## src/rtl/z_stream_packer.sv

```systemverilog
// Packs sampled z bits MSB-first into WORD_W-bit words and hands them out over valid/ready.
// A closed word can wait in the shift register (PEND) while the output register is occupied.
module z_stream_packer #(
  parameter int WORD_W    = 8,
  parameter int BIT_CNT_W = 4
) (
  input  logic                 clk,
  input  logic                 reset,
  input  logic                 z_in,
  input  logic                 sample_en,
  input  logic                 flush,
  input  logic                 ovf_clr,
  output logic [WORD_W-1:0]    word_out,
  output logic [BIT_CNT_W-1:0] word_bits,
  output logic                 word_par,
  output logic                 word_valid,
  input  logic                 word_ready,
  output logic                 overflow
);

  localparam logic [0:0] ST_FILL = 1'b0;
  localparam logic [0:0] ST_PEND = 1'b1;
  localparam logic [BIT_CNT_W-1:0] FULL_CNT = BIT_CNT_W'(WORD_W);

  logic [WORD_W-1:0]    sh_reg, sh_next;
  logic [BIT_CNT_W-1:0] cnt_reg, cnt_next;
  logic [0:0]           state_reg, state_next;
  logic [WORD_W-1:0]    word_out_reg, word_out_next;
  logic [BIT_CNT_W-1:0] word_bits_reg, word_bits_next;
  logic                 word_par_reg, word_par_next;
  logic                 word_valid_reg, word_valid_next;
  logic                 overflow_reg, overflow_next;

  logic                 out_free;
  logic [WORD_W-1:0]    fill_sh;
  logic [BIT_CNT_W-1:0] fill_cnt;
  logic                 close_word;
  logic                 load_out;
  logic                 ovf_set;
  logic [WORD_W-1:0]    load_sh;
  logic [BIT_CNT_W-1:0] load_cnt;
  logic [WORD_W-1:0]    aligned_word;

  assign out_free = !word_valid_reg || word_ready;

  // The same-cycle sample is folded in before the close decision, so a flush
  // on the edge of a sample closes a word that already contains that bit.
  assign fill_sh    = sample_en ? {sh_reg[WORD_W-2:0], z_in} : sh_reg;
  assign fill_cnt   = cnt_reg + BIT_CNT_W'(sample_en);
  assign close_word = (state_reg == ST_FILL) &&
                      ((fill_cnt == FULL_CNT) || (flush && (fill_cnt != '0)));

  assign load_sh  = (state_reg == ST_PEND) ? sh_reg  : fill_sh;
  assign load_cnt = (state_reg == ST_PEND) ? cnt_reg : fill_cnt;
  assign load_out = ((state_reg == ST_PEND) || close_word) && out_free;

  // Only the low load_cnt bits of the shift register belong to this word;
  // shifting left discards any stale upper bits and zero-pads the LSBs.
  assign aligned_word = load_sh << (FULL_CNT - load_cnt);

  always_comb begin
    sh_next    = sh_reg;
    cnt_next   = cnt_reg;
    state_next = state_reg;
    ovf_set    = 1'b0;

    case (state_reg)
      ST_FILL: begin
        if (close_word && out_free) begin
          sh_next  = '0;
          cnt_next = '0;
        end else if (close_word) begin
          sh_next    = fill_sh;
          cnt_next   = fill_cnt;
          state_next = ST_PEND;
        end else begin
          sh_next  = fill_sh;
          cnt_next = fill_cnt;
        end
      end
      ST_PEND: begin
        if (out_free) begin
          // Zero-bubble handover: a sample on this edge starts the next word.
          state_next = ST_FILL;
          sh_next    = sample_en ? WORD_W'(z_in) : '0;
          cnt_next   = sample_en ? BIT_CNT_W'(1) : '0;
        end else begin
          ovf_set = sample_en;
        end
      end
      default: begin
        state_next = ST_FILL;
        sh_next    = '0;
        cnt_next   = '0;
      end
    endcase
  end

  always_comb begin
    word_out_next   = word_out_reg;
    word_bits_next  = word_bits_reg;
    word_par_next   = word_par_reg;
    word_valid_next = word_valid_reg;

    if (load_out) begin
      word_out_next   = aligned_word;
      word_bits_next  = load_cnt;
      word_par_next   = ^aligned_word;
      word_valid_next = 1'b1;
    end else if (word_valid_reg && word_ready) begin
      word_valid_next = 1'b0;
    end
  end

  always_comb begin
    overflow_next = overflow_reg;
    if (ovf_set) begin
      overflow_next = 1'b1;
    end else if (ovf_clr) begin
      overflow_next = 1'b0;
    end
  end

  always_ff @(posedge clk) begin
    if (!reset) begin
      sh_reg         <= '0;
      cnt_reg        <= '0;
      state_reg      <= ST_FILL;
      word_out_reg   <= '0;
      word_bits_reg  <= '0;
      word_par_reg   <= 1'b0;
      word_valid_reg <= 1'b0;
      overflow_reg   <= 1'b0;
    end else begin
      sh_reg         <= sh_next;
      cnt_reg        <= cnt_next;
      state_reg      <= state_next;
      word_out_reg   <= word_out_next;
      word_bits_reg  <= word_bits_next;
      word_par_reg   <= word_par_next;
      word_valid_reg <= word_valid_next;
      overflow_reg   <= overflow_next;
    end
  end

  assign word_out   = word_out_reg;
  assign word_bits  = word_bits_reg;
  assign word_par   = word_par_reg;
  assign word_valid = word_valid_reg;
  assign overflow   = overflow_reg;

endmodule

```

## config.mk

```make
export PLATFORM = sky130hd
export DESIGN_NAME = z_stream_packer
export DESIGN_NICKNAME = d
export VERILOG_FILES = /design/src/rtl/z_stream_packer.sv
export SDC_FILE = /design/constraint.sdc
export NUM_CORES = 1
export LEC_CHECK = 0
export ABC_AREA = 1
export BUFFER_PORTS_ARGS = -buffer_cell sky130_fd_sc_hd__buf_2
export CORE_MARGIN = 5
export CORE_UTILIZATION = 55
export CTS_CLUSTER_DIAMETER = 100
export DETAILED_ROUTE_END_ITERATION = 12
export HOLD_SLACK_MARGIN = 0.05
export MAX_ROUTING_LAYER = met4
export PLACE_DENSITY = 0.74
export RECOVER_POWER = 100
export SYNTH_ARGS = -nofsm -noshare
export SYNTH_HDL_FRONTEND = slang
export SYNTH_SLANG_ARGS = --single-unit
```

## constraint.sdc

```tcl
create_clock -name clk -period 5.11 [get_ports clk]
set_clock_uncertainty 0.1 [all_clocks]
set_input_delay 0.2555 -clock clk [delete_from_list [all_inputs] [get_ports clk]]
set_output_delay 0.2555 -clock clk [all_outputs]
set_load 0.05 [all_outputs]
```

Word level (Yosys, flattened, before mapping) --
Index checks and enable logic that the tools add are counted.
Word-level totals: flip-flop bits (word level) 28, output and inout port bits 15, input port bits 7
Operators by class: reductions and logical operators 13, muxes and demuxes 21, add/subtract/negate cells 2, shift-type cells 1, bitwise logic cells 1, eq/ne operators 2
Operator list (number):
- $mux W8 | 4
- $pmux W8 S2 | 1
- $mux W4 | 3
- $mux W1 | 11
- $pmux W4 S2 | 1
- $reduce_xor A8 Y1 | 1
- $shl A8 B4 Y8 | 1
- $logic_and A1 B1 Y1 | 5
- $add A4 B1 Y4 | 1
- $eq A4 B4 Y1 const B | 1
- $reduce_bool A2 Y1 | 2
- $reduce_bool A4 Y1 | 1
- $sub A4 B4 Y4 const A | 1
- $logic_or A1 B1 Y1 | 3
- $ne A2 B1 Y1 const B | 1
- $pmux W1 S2 | 1
- $logic_not A1 Y1 | 1
- $not A1 Y1 | 1

Longest topological paths before layout --
Gate-level depths: netlist (run 1).
depth in word-level cells 8, depth in mapped cells 20, gate-level depth less buffers 20

Worst setup path after synthesis (run 1) --
Ideal clock, no wire load.
path type register to register, start point register cnt_reg[0], end point register word_par_reg (netlist: word_par), path buffers 1, library setup time 109 ps, arrival time 1986 ps, path slack 2915 ps, period minus slack after synthesis 2195 ps, stages on the path, launching flop included 20, data required time 4901 ps, path through dfxtp_1 -> ha_1 -> ha_1 -> inv_1 -> nand2_1 -> nand2_2 -> nand2_4 -> nor2_4 -> nand2_1 -> nand2_2 -> buf_6 -> nand2_1 -> nor2_1 -> nand2_1 -> nand2_1 -> nand2_1 -> nand3_1 -> nand3_1 -> nand2_1 -> inv_1
Between the ends: word-level cells in the longest chain between the ends 7, elaborated cells on any way between the ends 12, classes of those cells add/sub (2); eq/ne (1); shift (1); mux (1); reduce/logical (7)
RTL lines:
- from (decl) | line 26 | logic [BIT_CNT_W-1:0] cnt_reg, cnt_next;
- from (signal assigned) | line 136 | cnt_reg <= cnt_next;
- parallel branches: the longest is 7 deep, another holds $add A4 B1 Y4
- to (signal assigned) | line 140 | word_par_reg <= word_par_next;
- to (decl) | line 30 | logic word_par_reg, word_par_next;
Several ways; the timed one is not identified. A chain may end at the register's enable or synchronous reset.

Final worst setup path (run 1) --
start point register cnt_reg[0], end point register word_out_reg[3] (netlist: word_out[3])
Between the ends: word-level cells in the longest chain between the ends 7, elaborated cells on any way between the ends 11, classes of those cells add/sub (2); eq/ne (1); shift (1); mux (1); reduce/logical (6)
RTL lines:
- parallel branches: the longest is 7 deep, another holds $add A4 B1 Y4
- to (signal assigned) | line 138 | word_out_reg <= word_out_next;
- to (decl) | line 28 | logic [WORD_W-1:0] word_out_reg, word_out_next;
Several ways; the timed one is not identified.

==> results.md, run 1 <==
- CP max stage cell: clkbuf_1
- Pwr Total: 1.10 mW
- CP Max Fanout: 22
- Hold Worst Slack: roughly 0.076 ns
- Cell Pwr Density: between 500 and 600 mW/mm²
- Post_cts resized: 0
- Met1 wire length: 2.32 mm
- Iteration-0 DRC Markers: approximately 140
- Post-Place Cells: between 300 and 400
- Clock Latency Late Sink: 0.27 ns
- EDFF count, synth: 0
- Reg2Reg Setup Slack: 2.13 ns
- Area Growth Syn to Fin: 7.20%
- R2R depth: 17
- I/O pin count: 22
- DR vias: 2089
- Core Region: 0.00361 mm²
- Design area: 0.00216 mm²
- Slew headroom: between 40% and 50%
- RSZ-0062 raised after global routing: no
- Status: complete, no violations
- Clock transition at path regs: roughly 0.10 ns
- Final setup fails: 0
- Buf/Inv on CP: 5
- CP Cell Sequence: ha_1 > ha_1 > inv_1 > nand2_1 > nand2_1 > nand3_1 > inv_1 > nand2_1 > o21ai_0 > inv_1 > nor2_1 > nor2_1 > clkbuf_1 > inv_1 > nor3_1 > a21oi_1 > nor2_1
- Worst hold-check path type: in2reg
- Crit share post-route: 58.3%
- Worst Hold Launch: ovf_clr
- Post-layout util: approximately three fifths
- Avg Cell Area, Syn: 6.18 µm²
- Inserted Clock Buffers: 3
- Final ANT Viol Nets: 0
- Main area contributors after synthesis: dfxtp_1 (28%), nand2_1 (20%), nand3_1 (12%), inv_1 (6.7%), nand3_2 (4.5%)
- Grt ovf: 0
- Sequential group share of total power: 26.3%
- Root Driver: clkbuf_8
- WL met3: about 330 µm
- Die Y: 70.5 µm
- CTS tree: done
- Std-Cell Rows: 22
- Crit-path most repeated cell: inv_1
- Most used flip-flop cell after synthesis: dfxtp_1
- TNS Setup: 0 ns
- Post CTS Setup Buffer Count: 0
- Routability cong.: 0.919
- Initial Util: 55.9%
- Switching power: 0.583 mW
- Post-synthesis async set-or-reset flop share: 0%
- Post-synthesis register bit count: 28
- GRT Util Overall: 20.5%
- Initial antenna violation count: 0
- Actual transition at the worst max-transition pin: 0.782 ns
- Share of cells above drive strength 1: 10.8%
- Largest net degree at the start of global routing: 23
- P_int: 0.514 mW
- Hold Crit Depth: 2
- Clk pwr share: 12.7%
- Post-Syn Instances: about 330
- Leak: 1.03 nW
- Share of the synthesized area in the top cell type: about 28%
- WHS Endpoint: overflow
- DRC: 0
- Met2 Routed Length: 2.09 mm
- Worst IR Drop VDD: 297 µV
- Die area: 0.00498 mm²
- Worst setup EP type: flip-flop
- Via/cell ratio: 5.34
- Top cell family by delay on the critical path: buffers and inverters
- Reg2Reg Launch Point: cnt_reg[0]
- Global-route wire length before repair: 8.25 mm
- DIE WIDTH: 70.5 µm
- Critical Path AT: 3.10 ns
- Netlist Area Pre-Place: 0.00202 mm²
- Synth warn: 0
- Pre-CTS setup slack: 2.48 ns
- Worst reg2reg path endpoint: word_out[3]
- Critical path type: reg2reg
- Max Clk Rate: 0.336 GHz
- Clock buffer depth: 2
- Max capacitance violation total: 0
- Final worst setup slack: 2.13 ns
- Diodes inserted: 0
- Synth top cells by count: nand2_1 (108), nand3_1 (48), inv_1 (36)
- Worst Path Required: roughly 5.2 ns
- CTS Hold Bufs: 0
- Fin. Hold Viols: 0
- Crit path time final: 2.98 ns
- Uppermost layer routed: met4
- I/O Buffers: 21
- Count leader, synth: nand2_1
- Post-synth cell types: 28
- TritonRoute pass-1 iters: 4
- Routed length per instance: 12.3 µm
- Clk sink count: 28
- Switching share of power: a little over half
- Net Count, Synth: between 300 and 400
- CP max stage delay: 0.60 ns
- Max-slew violations: 0
- Final wirelength: 4.81 mm
- Area after DPL: 0.00213 mm²
- Vias in the first global route: 1821
- Fin nets: 353
- Post-DP HPWL: 3.69 mm
- Combinational share of power: 60.9%
- Post-synthesis sequential area ratio: between 20% and 30%
- Startpoint types: flip-flop
- CTS H-Tree Depth: 1
- Yosys top cell by area: dfxtp_1
- Final instance count without filler cells: 391
power by group through the flow:
stage,registers (mW),clock network (mW),logic (mW)
2_1_floorplan,0.407,0,0.445
3_3_place_gp,0.292,0,0.672
3_5_place_dp,0.292,0,0.678
4_1_cts,0.288,0.142,0.680
5_1_grt,0.294,0.154,0.750
6_report,0.289,0.140,0.668
cell type report:
cell class | count | area [µm²]
fillers | 372 | 1450
multi-input cells | 252 | 1250
flip-flops and latches | 28 | 561
inverters | 37 | 146
repair buffers | 22 | 90.1
well taps | 48 | 60.1
clock buffers | 4 | 55.1
placed cells by master (no fill, tap or decap):
| cell type | Yosys | final |
|---|---|---|
| nor2_4 | 2 | 2 |
| a21oi_2 | 1 | 1 |
| clkbuf_1 | 2 | 16 |
| nand2_2 | 8 | 8 |
| nor2_2 | 2 | 2 |
| dfxtp_1 | 28 | 28 |
| o32ai_1 | 4 | 4 |
| nand2_4 | 4 | 4 |
| o21a_1 | 2 | 2 |
| nand3_2 | 9 | 9 |
| nand4_1 | 2 | 2 |
| ha_1 | 2 | 2 |
| nand3_1 | 48 | 48 |
| a21oi_1 | 13 | 13 |
| nor3_1 | 2 | 2 |
| o21ai_0 | 14 | 15 |
| buf_2 | 2 | 6 |
| nand2_1 | 108 | 108 |
| and2_1 | 2 | 2 |
| clkbuf_8 | 0 | 4 |
| inv_8 | 1 | 1 |
| a31oi_1 | 3 | 3 |
| inv_1 | 36 | 36 |
| nor2_1 | 22 | 22 |
| o31ai_1 | 3 | 3 |
routing by layer:
layer	track usage, %	up-vias
li1	-	1099
met1	28.3	925
met2	32.2	58
met3	2.27	7
met4	5.22	0
met5	-	-
kinds of logic (layout without fill, tap and decap cells):
family	after synthesis	count (layout)	share of synthesized area, %
simple gates	209	209	48.8
buf+inv	46	63	10.2
compound gates	41	41	11.9
flops	28	28	27.8
fa+ha+maj	2	2	1.24
worst max-delay path by stage:
stage                        to  startpoint  depth (start not counted)
floorplan              word_par  cnt_reg[0]                         19
global placement       word_par   sample_en                         19
detailed placement     word_par   sample_en                         19
CTS                    word_par   state_reg                         17
global route        word_out[3]  cnt_reg[0]                         17
finish              word_out[3]  cnt_reg[0]                         17
worst register-to-register path: cells and delay by family (launching register included):
family	cells	cell delay, ns
and+or+nand+nor	8	0.77
AOI/OAI and AO/OA	2	0.13
adders and majority gates	2	0.38
buffers and inverters	5	1.14
DFF	1	0.39
No activity file was read; power rests on OpenSTA's default activity.
==> run 2: changes to the inputs <==
- CORE_UTILIZATION: 55 -> 53
- PLACE_DENSITY: 0.74 -> 0.75
- clock period: 5.11 -> 2.7 ns (I/O delays scaled with it)
==> results.md, run 2 (synthesis gave the netlist of run 1 again) <==
- I/O pin count: 22
- RSZ-0062 raised after global routing: no
- Highest-count cells in the layout ignoring fill and taps: nand2_1 (107), nand3_1 (48), inv_1 (36)
- Switching share of power: between 50% and 60%
- Grt ovf: 0
- Startpoint types: flip-flop
- Fin nets: approximately 360
- Inserted Clock Buffers: 3
- Final instance count without filler cells: 394
- Storage cell area: between 500 and 600 µm²
- Reg2Reg Launch Point: cnt_reg[0]
- Reg2Reg Setup Slack: 0.23 ns
- Worst Hold Launch: reset
- Largest net degree at the start of global routing: 20
- Switching power: 1.11 mW
- Final setup fails: 0
- Leak: 1.05 nW
- Pre-CTS setup slack: around 0.23 ns
- Critical Path AT: 2.55 ns
- Status: complete, no violations
- TNS Setup: 0 ns
- CTS H-Tree Depth: 1
- Worst IR Drop VDD: around 520 µV
- Fin. Hold Viols: 0
- Combinational share of power: 62.4%
- Sequential group share of total power: between 20% and 30%
- Vias in the first global route: ~1900
- R2R depth: 18
- DRC: 0
- Slew headroom: 59.6%
- TritonRoute pass-1 iters: 4
- Post-DP HPWL: about 3.8 mm
- Crit path time final: between 2 and 2.5 ns
- Clock Latency Late Sink: 0.28 ns
- Worst reg2reg path endpoint: word_par
- Cell Pwr Density: 943 mW/mm²
- Post-Place Cells: 390
- Clock transition at path regs: 0.10 ns
- Clk pwr share: between 10 and 15%
- Max-slew violations: 0
- DIE WIDTH: 71.7 µm
- Crit share post-route: 91.5%
- Max Clk Rate: 0.405 GHz
- GRT Util Overall: 20.8%
- DR vias: 2102
- Root Driver: clkbuf_8
- Diodes inserted: 0
- Initial Util: 55.1%
- FILL cells: 399
- WHS Endpoint: word_bits[2]
- Final wirelength: 4.90 mm
- Core Region: 0.00366 mm²
- Actual transition at the worst max-transition pin: 0.609 ns
- Multi-input logic area: 0.00126 mm²
- Die Y: 71.7 µm
- Final worst setup slack: 0.230 ns
- Clk sink count: 28
- Worst setup EP type: flip-flop
- Std-Cell Rows: 22
- Clock buffer depth: 2
- Critical path type: reg2reg
- Worst Path Required: roughly 2.8 ns
- Global-route wire length before repair: ~8.5 mm
- CP Max Fanout: 8
- Routed length per instance: 12.4 µm
- Area Growth Syn to Fin: 8.50%
- Initial antenna violation count: 0
- CTS tree: done
- Final ANT Viol Nets: 0
- I/O Buffers: 21
- Iteration-0 DRC Markers: about 110
- Die area: 0.00514 mm²
- Hold Crit Depth: 3
- Share of cells above drive strength 1: 11.6%
- Via/cell ratio: 5.34
- P_int: approximately 0.95 mW
- Worst hold-check path type: in2reg
- Max capacitance violation total: 0
- Most common cell after layout, fill and taps aside: nand2_1
- Routability cong.: between 0.9 and 1
## run 2: routing by layer
metal  up-vias  GRT usage (%)  part of all wire, %
met5         -              -                    0
met4         0           5.85                  1.5
met3         6           2.66                  4.0
met2        45           31.1                   43
met1       944           29.2                   51
li1       1107              -                    -
## run 2: what timing repair did
action                     4_1_cts  5_1_grt
hold buffers                     1        0
setup buffers                    0        0
gates resized for setup          0        2
hold endpoints to repair         1        0
setup endpoints to repair        0        1
## run 2: final cells by class
cell class	instances	area share, %
Timing Repair Buffer	26	5.61
Sequential cell	28	25.6
Clock buffer	3	1.89
Tap cell	48	2.75
Multi-Input combinational cell	252	57.4
Inverter	37	6.69
## run 2: power by group through the flow
| stage | logic [mW] | clock network (mW) | registers, mW |
|---|---|---|---|
| global route | 1.44 | 0.250 | 0.557 |
| finish | 1.29 | 0.231 | 0.546 |
| CTS | 1.30 | 0.236 | 0.545 |
| floorplan | 0.841 | 0 | 0.770 |
| detailed placement | 1.30 | 0 | 0.553 |
| global placement | 1.29 | 0 | 0.551 |
## run 2: worst max-delay path by stage
| stage | endpoint | cells past startpoint | startpoint | slack, ns |
|---|---|---|---|---|
| after floorplan | word_par | 19 | cnt_reg[0] | 0.51 |
| after global placement | word_par | 19 | sample_en | 0.27 |
| after detailed placement | word_par | 19 | sample_en | 0.23 |
| after CTS | word_par | 18 | cnt_reg[0] | 0.23 |
| after global routing | word_par | 18 | cnt_reg[0] | 0.01 |
| final | word_par | 18 | cnt_reg[0] | 0.23 |
## run 2: worst max-delay path: stages (launching register included)
cell and delay (ns):
dfxtp_1 0.34, ha_1 0.21, ha_1 0.31, inv_1 0.08, nand2_1 0.06, nand2_2 0.11, nand2_4 0.09, nand2_2 0.15
nand3_2 0.13, nor2_2 0.17, nand3_2 0.09, nand2_1 0.12, inv_1 0.05, nand2_1 0.06, nand2_1 0.06, nand3_1 0.08
nand3_1 0.07, nand2_1 0.06, inv_1 0.03
## run 2: through the flow
stage / cell area, µm² / utilization, % / hold WS (ns) / power [mW]
after floorplan: 2020 / - / 0.153 / 1.61
after CTS: 2200 / 60.2 / 0.153 / 2.08
after detailed placement: 2150 / 58.7 / 0.251 / 1.85
after global placement: 2150 / 58.7 / 0.237 / 1.84
final: 2190 / 59.7 / 0.151 / 2.06
after global routing: 2190 / 59.7 / 0.172 / 2.25
